--- src/rtl/imem_loader_pkg.sv ---
// imem_loader_pkg: shared types and constants for the instruction memory loader.
// The optional checksum state is selected in the top by IMEM_LOADER_CKSUM_EN.
package imem_loader_pkg;

    localparam int DEF_DEPTH      = 32;
    localparam int DEF_ADDR_W     = 5;
    localparam int BYTES_PER_WORD = 4;

    typedef enum logic [2:0] {
        S_IDLE,
        S_COUNT,
        S_DATA,
        S_CKSUM,
        S_DRAIN,
        S_DONE,
        S_ERR
    } state_t;

    // States in which a stream byte may be taken.
    function automatic logic st_ready(input state_t s);
        return (s == S_COUNT) || (s == S_DATA) || (s == S_CKSUM);
    endfunction

    // States in which the core must be stalled.
    function automatic logic st_hold(input state_t s);
        return (s == S_COUNT) || (s == S_DATA) || (s == S_CKSUM) ||
               (s == S_DRAIN) || (s == S_ERR);
    endfunction

endpackage

--- src/rtl/imem_loader_word_packer.sv ---
// word_packer: shifts stream bytes MSB-first into a 32-bit word and flags
// the byte that completes it.
module word_packer
    import imem_loader_pkg::*;
(
    input  logic        clk,
    input  logic        rst,
    input  logic        clr,
    input  logic        in_valid,
    input  logic [7:0]  in_byte,
    output logic        word_valid,
    output logic [31:0] word
);

    logic [1:0]  idx_q, idx_d;
    logic [31:0] asm_q, asm_d;

    // Next byte index and assembly register; clr restarts at byte 0.
    always_comb begin
        idx_d = idx_q;
        asm_d = asm_q;
        if (clr) begin
            idx_d = 2'd0;
            asm_d = 32'd0;
        end else if (in_valid) begin
            idx_d = idx_q + 2'd1;
            asm_d = {asm_q[23:0], in_byte};
        end
    end

    // Packer state registers.
    always_ff @(posedge clk or posedge rst) begin
        if (rst) begin
            idx_q <= 2'd0;
            asm_q <= 32'd0;
        end else begin
            idx_q <= idx_d;
            asm_q <= asm_d;
        end
    end

    assign word_valid = in_valid && !clr && (idx_q == 2'(BYTES_PER_WORD - 1));
    assign word       = {asm_q[23:0], in_byte};

endmodule

--- src/rtl/imem_loader.sv ---
// imem_loader: receives a framed byte stream (count N, then 4*N big-endian
// data bytes) and writes the words to instruction memory from address 0
// while holding the core. Define IMEM_LOADER_CKSUM_EN to require a trailing
// XOR checksum byte over the count and data bytes.
module imem_loader
    import imem_loader_pkg::*;
#(
    parameter int DEPTH  = DEF_DEPTH,
    parameter int ADDR_W = DEF_ADDR_W
) (
    input  logic              clk,
    input  logic              rst,
    input  logic              start,
    input  logic              byte_valid,
    input  logic [7:0]        byte_data,
    output logic              byte_ready,
    output logic              imem_we,
    output logic [ADDR_W-1:0] imem_addr,
    output logic [31:0]       imem_wdata,
    output logic              cpu_hold,
    output logic              load_done,
    output logic              load_err
);

    state_t            state_q, state_d;
    logic [7:0]        n_q, n_d;
    logic [ADDR_W-1:0] widx_q, widx_d;
    logic              we_q, we_d;
    logic [ADDR_W-1:0] addr_q, addr_d;
    logic [31:0]       wdata_q, wdata_d;
    logic              ready_q, hold_q, done_q, err_q;
`ifdef IMEM_LOADER_CKSUM_EN
    logic [7:0]        cksum_q, cksum_d;
`endif

    logic        xfer;
    logic        pk_valid;
    logic [31:0] pk_word;
    logic        last_word;

    // byte_ready is a registered decode of state, so the handshake never
    // depends combinationally on byte_valid.
    assign xfer      = byte_valid && ready_q;
    assign last_word = (int'(widx_q) == int'(n_q) - 1);

    word_packer u_packer (
        .clk        (clk),
        .rst        (rst),
        .clr        (state_q != S_DATA),
        .in_valid   (xfer && (state_q == S_DATA)),
        .in_byte    (byte_data),
        .word_valid (pk_valid),
        .word       (pk_word)
    );

    // Frame sequencing, word index and write register.
    always_comb begin
        state_d = state_q;
        n_d     = n_q;
        widx_d  = widx_q;
        we_d    = 1'b0;
        addr_d  = addr_q;
        wdata_d = wdata_q;
`ifdef IMEM_LOADER_CKSUM_EN
        cksum_d = cksum_q;
`endif
        case (state_q)
            S_IDLE: if (start) state_d = S_COUNT;
            S_COUNT: if (xfer) begin
                n_d    = byte_data;
                widx_d = '0;
`ifdef IMEM_LOADER_CKSUM_EN
                cksum_d = byte_data;
                if (byte_data == 8'd0)            state_d = S_CKSUM;
`else
                if (byte_data == 8'd0)            state_d = S_DONE;
`endif
                else if (int'(byte_data) > DEPTH) state_d = S_ERR;
                else                              state_d = S_DATA;
            end
            S_DATA: if (xfer) begin
`ifdef IMEM_LOADER_CKSUM_EN
                cksum_d = cksum_q ^ byte_data;
`endif
                if (pk_valid) begin
                    we_d    = 1'b1;
                    addr_d  = widx_q;
                    wdata_d = pk_word;
                    widx_d  = widx_q + ADDR_W'(1);
`ifdef IMEM_LOADER_CKSUM_EN
                    if (last_word) state_d = S_CKSUM;
`else
                    if (last_word) state_d = S_DRAIN;
`endif
                end
            end
`ifdef IMEM_LOADER_CKSUM_EN
            S_CKSUM: if (xfer) state_d = (byte_data == cksum_q) ? S_DRAIN : S_ERR;
`endif
            S_DRAIN: state_d = S_DONE;
            S_DONE:  if (start) state_d = S_COUNT;
            S_ERR:   if (start) state_d = S_COUNT;
            default: state_d = S_IDLE;
        endcase
    end

    // All state and outputs; status outputs track the next state so they
    // change on the same edge as the state itself.
    always_ff @(posedge clk or posedge rst) begin
        if (rst) begin
            state_q <= S_IDLE;
            n_q     <= 8'd0;
            widx_q  <= '0;
            we_q    <= 1'b0;
            addr_q  <= '0;
            wdata_q <= 32'd0;
            ready_q <= 1'b0;
            hold_q  <= 1'b0;
            done_q  <= 1'b0;
            err_q   <= 1'b0;
`ifdef IMEM_LOADER_CKSUM_EN
            cksum_q <= 8'd0;
`endif
        end else begin
            state_q <= state_d;
            n_q     <= n_d;
            widx_q  <= widx_d;
            we_q    <= we_d;
            addr_q  <= addr_d;
            wdata_q <= wdata_d;
            ready_q <= st_ready(state_d);
            hold_q  <= st_hold(state_d);
            done_q  <= (state_d == S_DONE);
            err_q   <= (state_d == S_ERR);
`ifdef IMEM_LOADER_CKSUM_EN
            cksum_q <= cksum_d;
`endif
        end
    end

    assign byte_ready = ready_q;
    assign imem_we    = we_q;
    assign imem_addr  = addr_q;
    assign imem_wdata = wdata_q;
    assign cpu_hold   = hold_q;
    assign load_done  = done_q;
    assign load_err   = err_q;

endmodule

--- config.mk ---
export PLATFORM = sky130hd
export DESIGN_NAME = imem_loader
export DESIGN_NICKNAME = d
export VERILOG_FILES = /design/src/rtl/imem_loader_pkg.sv /design/src/rtl/imem_loader_word_packer.sv /design/src/rtl/imem_loader.sv
export SDC_FILE = /design/constraint.sdc
export NUM_CORES = 1
export LEC_CHECK = 0
export BUFFER_PORTS_ARGS = -buffer_cell sky130_fd_sc_hd__clkbuf_2
export CORE_ASPECT_RATIO = 1.2
export CORE_UTILIZATION = 40
export DETAILED_ROUTE_END_ITERATION = 10
export GPL_ROUTABILITY_DRIVEN = 1
export GPL_TIMING_DRIVEN = 0
export RECOVER_POWER = 25
export SYNTH_ARGS = -nofsm -noshare
export SYNTH_HDL_FRONTEND = slang
export SYNTH_SLANG_ARGS = --single-unit
--- constraint.sdc ---
create_clock -name clk -period 3.1 [get_ports clk]
set_input_delay 0.465 -clock clk [delete_from_list [all_inputs] [get_ports clk]]
set_output_delay 0.465 -clock clk [all_outputs]
set_load 0.02 [all_outputs]
==> qor.csv <==
stage;metric;value;unit
sta;fin_ws;1.06;ns
power_and_ir_drop;switching_share;31.0;%
routing;finalWirelength;7850;µm
grt;grt_pass1_vias;2679;
yosys;synthCells;384;
clocking;ctsHoldBuffers;0;
routing;drtAntennaViolNets;0;
clocking;clock-sinks;84;
critical_path;cp-end-kind;register;
sta;fin_crit_sh;65.8;%
final_layout;antennaDiodeCount;0;
routing;via_count;2774;
routing;dr.first_iter.drc_count;120;
power_and_ir_drop;p_int;1.99;mW
grt;grt_usage;18.9;%
yosys;synth_xor_area_share;2.18;%
yosys;yosysTopAreaCell;dfrtp_1;
critical_path;arrival;2.33;ns
yosys;synth_most_common_cell;nand2_1;
floorplanning;die_h;106;µm
yosys;syn-num-nets;399;
floorplanning;start_util;41.8;%
hold_path;worstHoldPathType;input pin to asynchronous set/reset pin;
yosys;syn_area;3620;µm²
clocking;htreeDepth;3;
place;place_congestion;0.816;
power_and_ir_drop;p_comb_share;23.1;%
yosys;async_reset_ff_share;100;%
power_and_ir_drop;pwr-share-seq;44.4;%
grt;grt_pass1_wl;13200;µm
final_layout;syn2layout_area_growth;18.7;%
place;numPortBuffers;53;
yosys;synth_compound_area_share;8.30;%
clocking;cts-resized-gates;0;
clocking;clkTransAtPathRegs;0.08;ns
grt;use_met3;2.64;%
power_and_ir_drop;powerDensity;673;nW/µm²
clocking;worstSkewPairLatency;0.37;ns
grt;grt-ovfl-total;0;
sta;slew_headroom;37.2;%
yosys;synth_top_family_by_area;simple AND/OR/NAND/NOR gates;
sta;hold_slack;0.224;ns
final_layout;fin_nets;464;
floorplanning;coreArea;8660;µm²
yosys;synth_cell_types;48;
critical_path;required;3.39;ns
floorplanning;die_area;9430;µm²
clocking;cts_made_buffers;9;
critical_path;worst-setup-path-type;register to register;
sta;clock.fmax;490;MHz
routing;remaining_drc_errors;0;
yosys;netlist.area_leader.share;58.1;%
critical_path;startpoint_type;register;
sta;hold_viol;0;
critical_path;cp_cell_sequence;buf_6 -> inv_1 -> ha_1 -> o21bai_1 -> a211o_1 -> a311oi_2 -> a21oi_2 -> a211oi_2;
critical_path;cp_slowest_cell;a311oi_2;
yosys;ys_seq_elements;84;
grt;use_met2;28.1;%
power_and_ir_drop;power.share.clock;32.6;%
grt;grt-busiest-layer;met2;
critical_path;cpLargestDelayFamily;compound AO/OA/AOI/OAI gates;
sta;setup_viol;0;
yosys;yosysSeqAreaShare;58.1;%
floorplanning;ioPinCount;54;
clocking;max-clock-path-buffers;2;
clocking;cts_setup_buffers;0;
place;place_hpwl;5580;µm
job;cap_violations;0;
routing;wl_per_cell;13.8;µm
floorplanning;dieWidth;88.8;µm
sta;final_max_slew_viol_count;0;
critical_path;path_buf_inv;2;
grt;met1_usage;26.4;%
routing;viasPerCell;4.87;
yosys;ys.flop_type;dfrtp_1;
yosys;synth_area_leaders;dfrtp_1, nand2_1, a21oi_1;
clocking;root_buffer;clkbuf_8;
grt;grt_max_degree;67;
yosys;synth_warnings;0;
sta;worst_slew_pin_slew;0.937;ns
critical_path;critPathMaxStageDelay;0.37;ns
floorplanning;rows;37;
final_layout;layout-drive-gt1-share;19.6;%
routing;first_pass_iters;4;
critical_path;path_max_fanout;7;
yosys;synth.cells.most_frequent;nand2_1, dfrtp_1, a21oi_1;
outcome;status;finished, final reports clean;
power_and_ir_drop;power_leakage;2.18;nW
place;pre_cts_ws;1.09;ns
power_and_ir_drop;ir_worst_vdd;0.000351;V
yosys;synth_edf_count;0;
sta;final.setup.tns;0;ns
power_and_ir_drop;p_switching;0.897;mW
yosys;avgSynthCellArea;9.42;µm²
yosys;synthAdderAreaFrac;1.04;%
sta;period_minus_slack;2.04;ns
grt;antenna_found_initial;0;
yosys;synth-simple-area-share;24.6;%
yosys;synthMuxAreaShare;2.46;%
clocking;cts_tree;built;
sta;rsz0062_at_grt;false;
final_layout;fill_cells;863;
sta;finClkSkew;0.0103;ns
final timing paths:
kind	cells after the start	slack [ns]	to	from
worst min register to register	2	0.47	imem_addr[3]$_DFFE_PP0P_	imem_addr[3]$_DFFE_PP0P_
min in group clk	3	0.34	imem_wdata[1]$_DFFE_PP0P_	byte_data[1]
worst max register to register	8	1.06	load_err$_DFF_PP0_	n_q[0]$_DFFE_PP0P_
max in group asynchronous	3	2.13	n_q[0]$_DFFE_PP0P_	rst
worst max-delay path	8	1.06	load_err$_DFF_PP0_	n_q[0]$_DFFE_PP0P_
worst min-delay path	2	0.22	cpu_hold$_DFF_PP0_	rst
final cells by class:
cell class,count,area [µm²],share of cell area (%)
Inverter,6,23.8,0.554
Clock buffer,9,124,2.89
Buffer,19,97.6,2.27
Multi-Input combinational cell,275,1390,32.5
Clock inverter,6,113,2.62
Timing Repair Buffer,54,293,6.82
Sequential cell,84,2100,49.0
Tap cell,117,146,3.41
registers in the layout, indices dropped and copies added, names as in the netlist:
name            flops
byte_ready          1
cpu_hold            1
imem_addr           5
imem_wdata         32
imem_we             1
load_done           1
load_err            1
n_q                 8
state_q             3
u_packer.asm_q     24
u_packer.idx_q      2
widx_q              5
placed cells by master (no fill, tap or decap), drive strengths merged, types with 5 or more instances in the layout:
master	n
dfrtp	84
xor2	5
buf	10
nand2	167
mux2	7
nor2	11
a21oi	28
clkbuf	72
o21ai	6
inv	6
cell families after synthesis:
| family | count (synthesis) |
|---|---|
| DFF | 84 |
| muxes | 8 |
| AOI/OAI and AO/OA | 46 |
| xor gates and xnor gates | 9 |
| and+or+nand+nor | 209 |
| adders and majority gates | 3 |
| buffers and inverters | 25 |
power groups by stage:
stage / clock, mW / combinational (mW) / sequential [mW]
after floorplan: 0 / 0.495 / 1.31
after global placement: 0 / 0.650 / 1.30
after detailed placement: 0 / 0.671 / 1.30
after CTS: 0.958 / 0.673 / 1.28
after global routing: 0.997 / 0.747 / 1.30
final: 0.941 / 0.666 / 1.28
metrics by stage:
| stage | cells | total power, mW | utilization, % | cell area (µm²) |
|---|---|---|---|---|
| 4_1_cts | 570 | 2.91 | 49.6 | 4290 |
| 3_5_place_dp | 555 | 1.97 | 46.9 | 4060 |
| 3_3_place_gp | 554 | 1.95 | 46.5 | 4030 |
| 5_1_grt | 570 | 3.04 | 49.6 | 4290 |
| 6_report | 570 | 2.89 | 49.6 | 4290 |
| 2_1_floorplan | 384 | 1.80 | - | 3620 |
per-layer routing:
metal  share of wire (%)  vias to the layer above
li1                    -                     1376
met1                  48                     1319
met2                  46                       65
met3                 3.8                       14
met4                 2.7                        0
met5                   0                        -
Power figures use the tool's default switching activity.
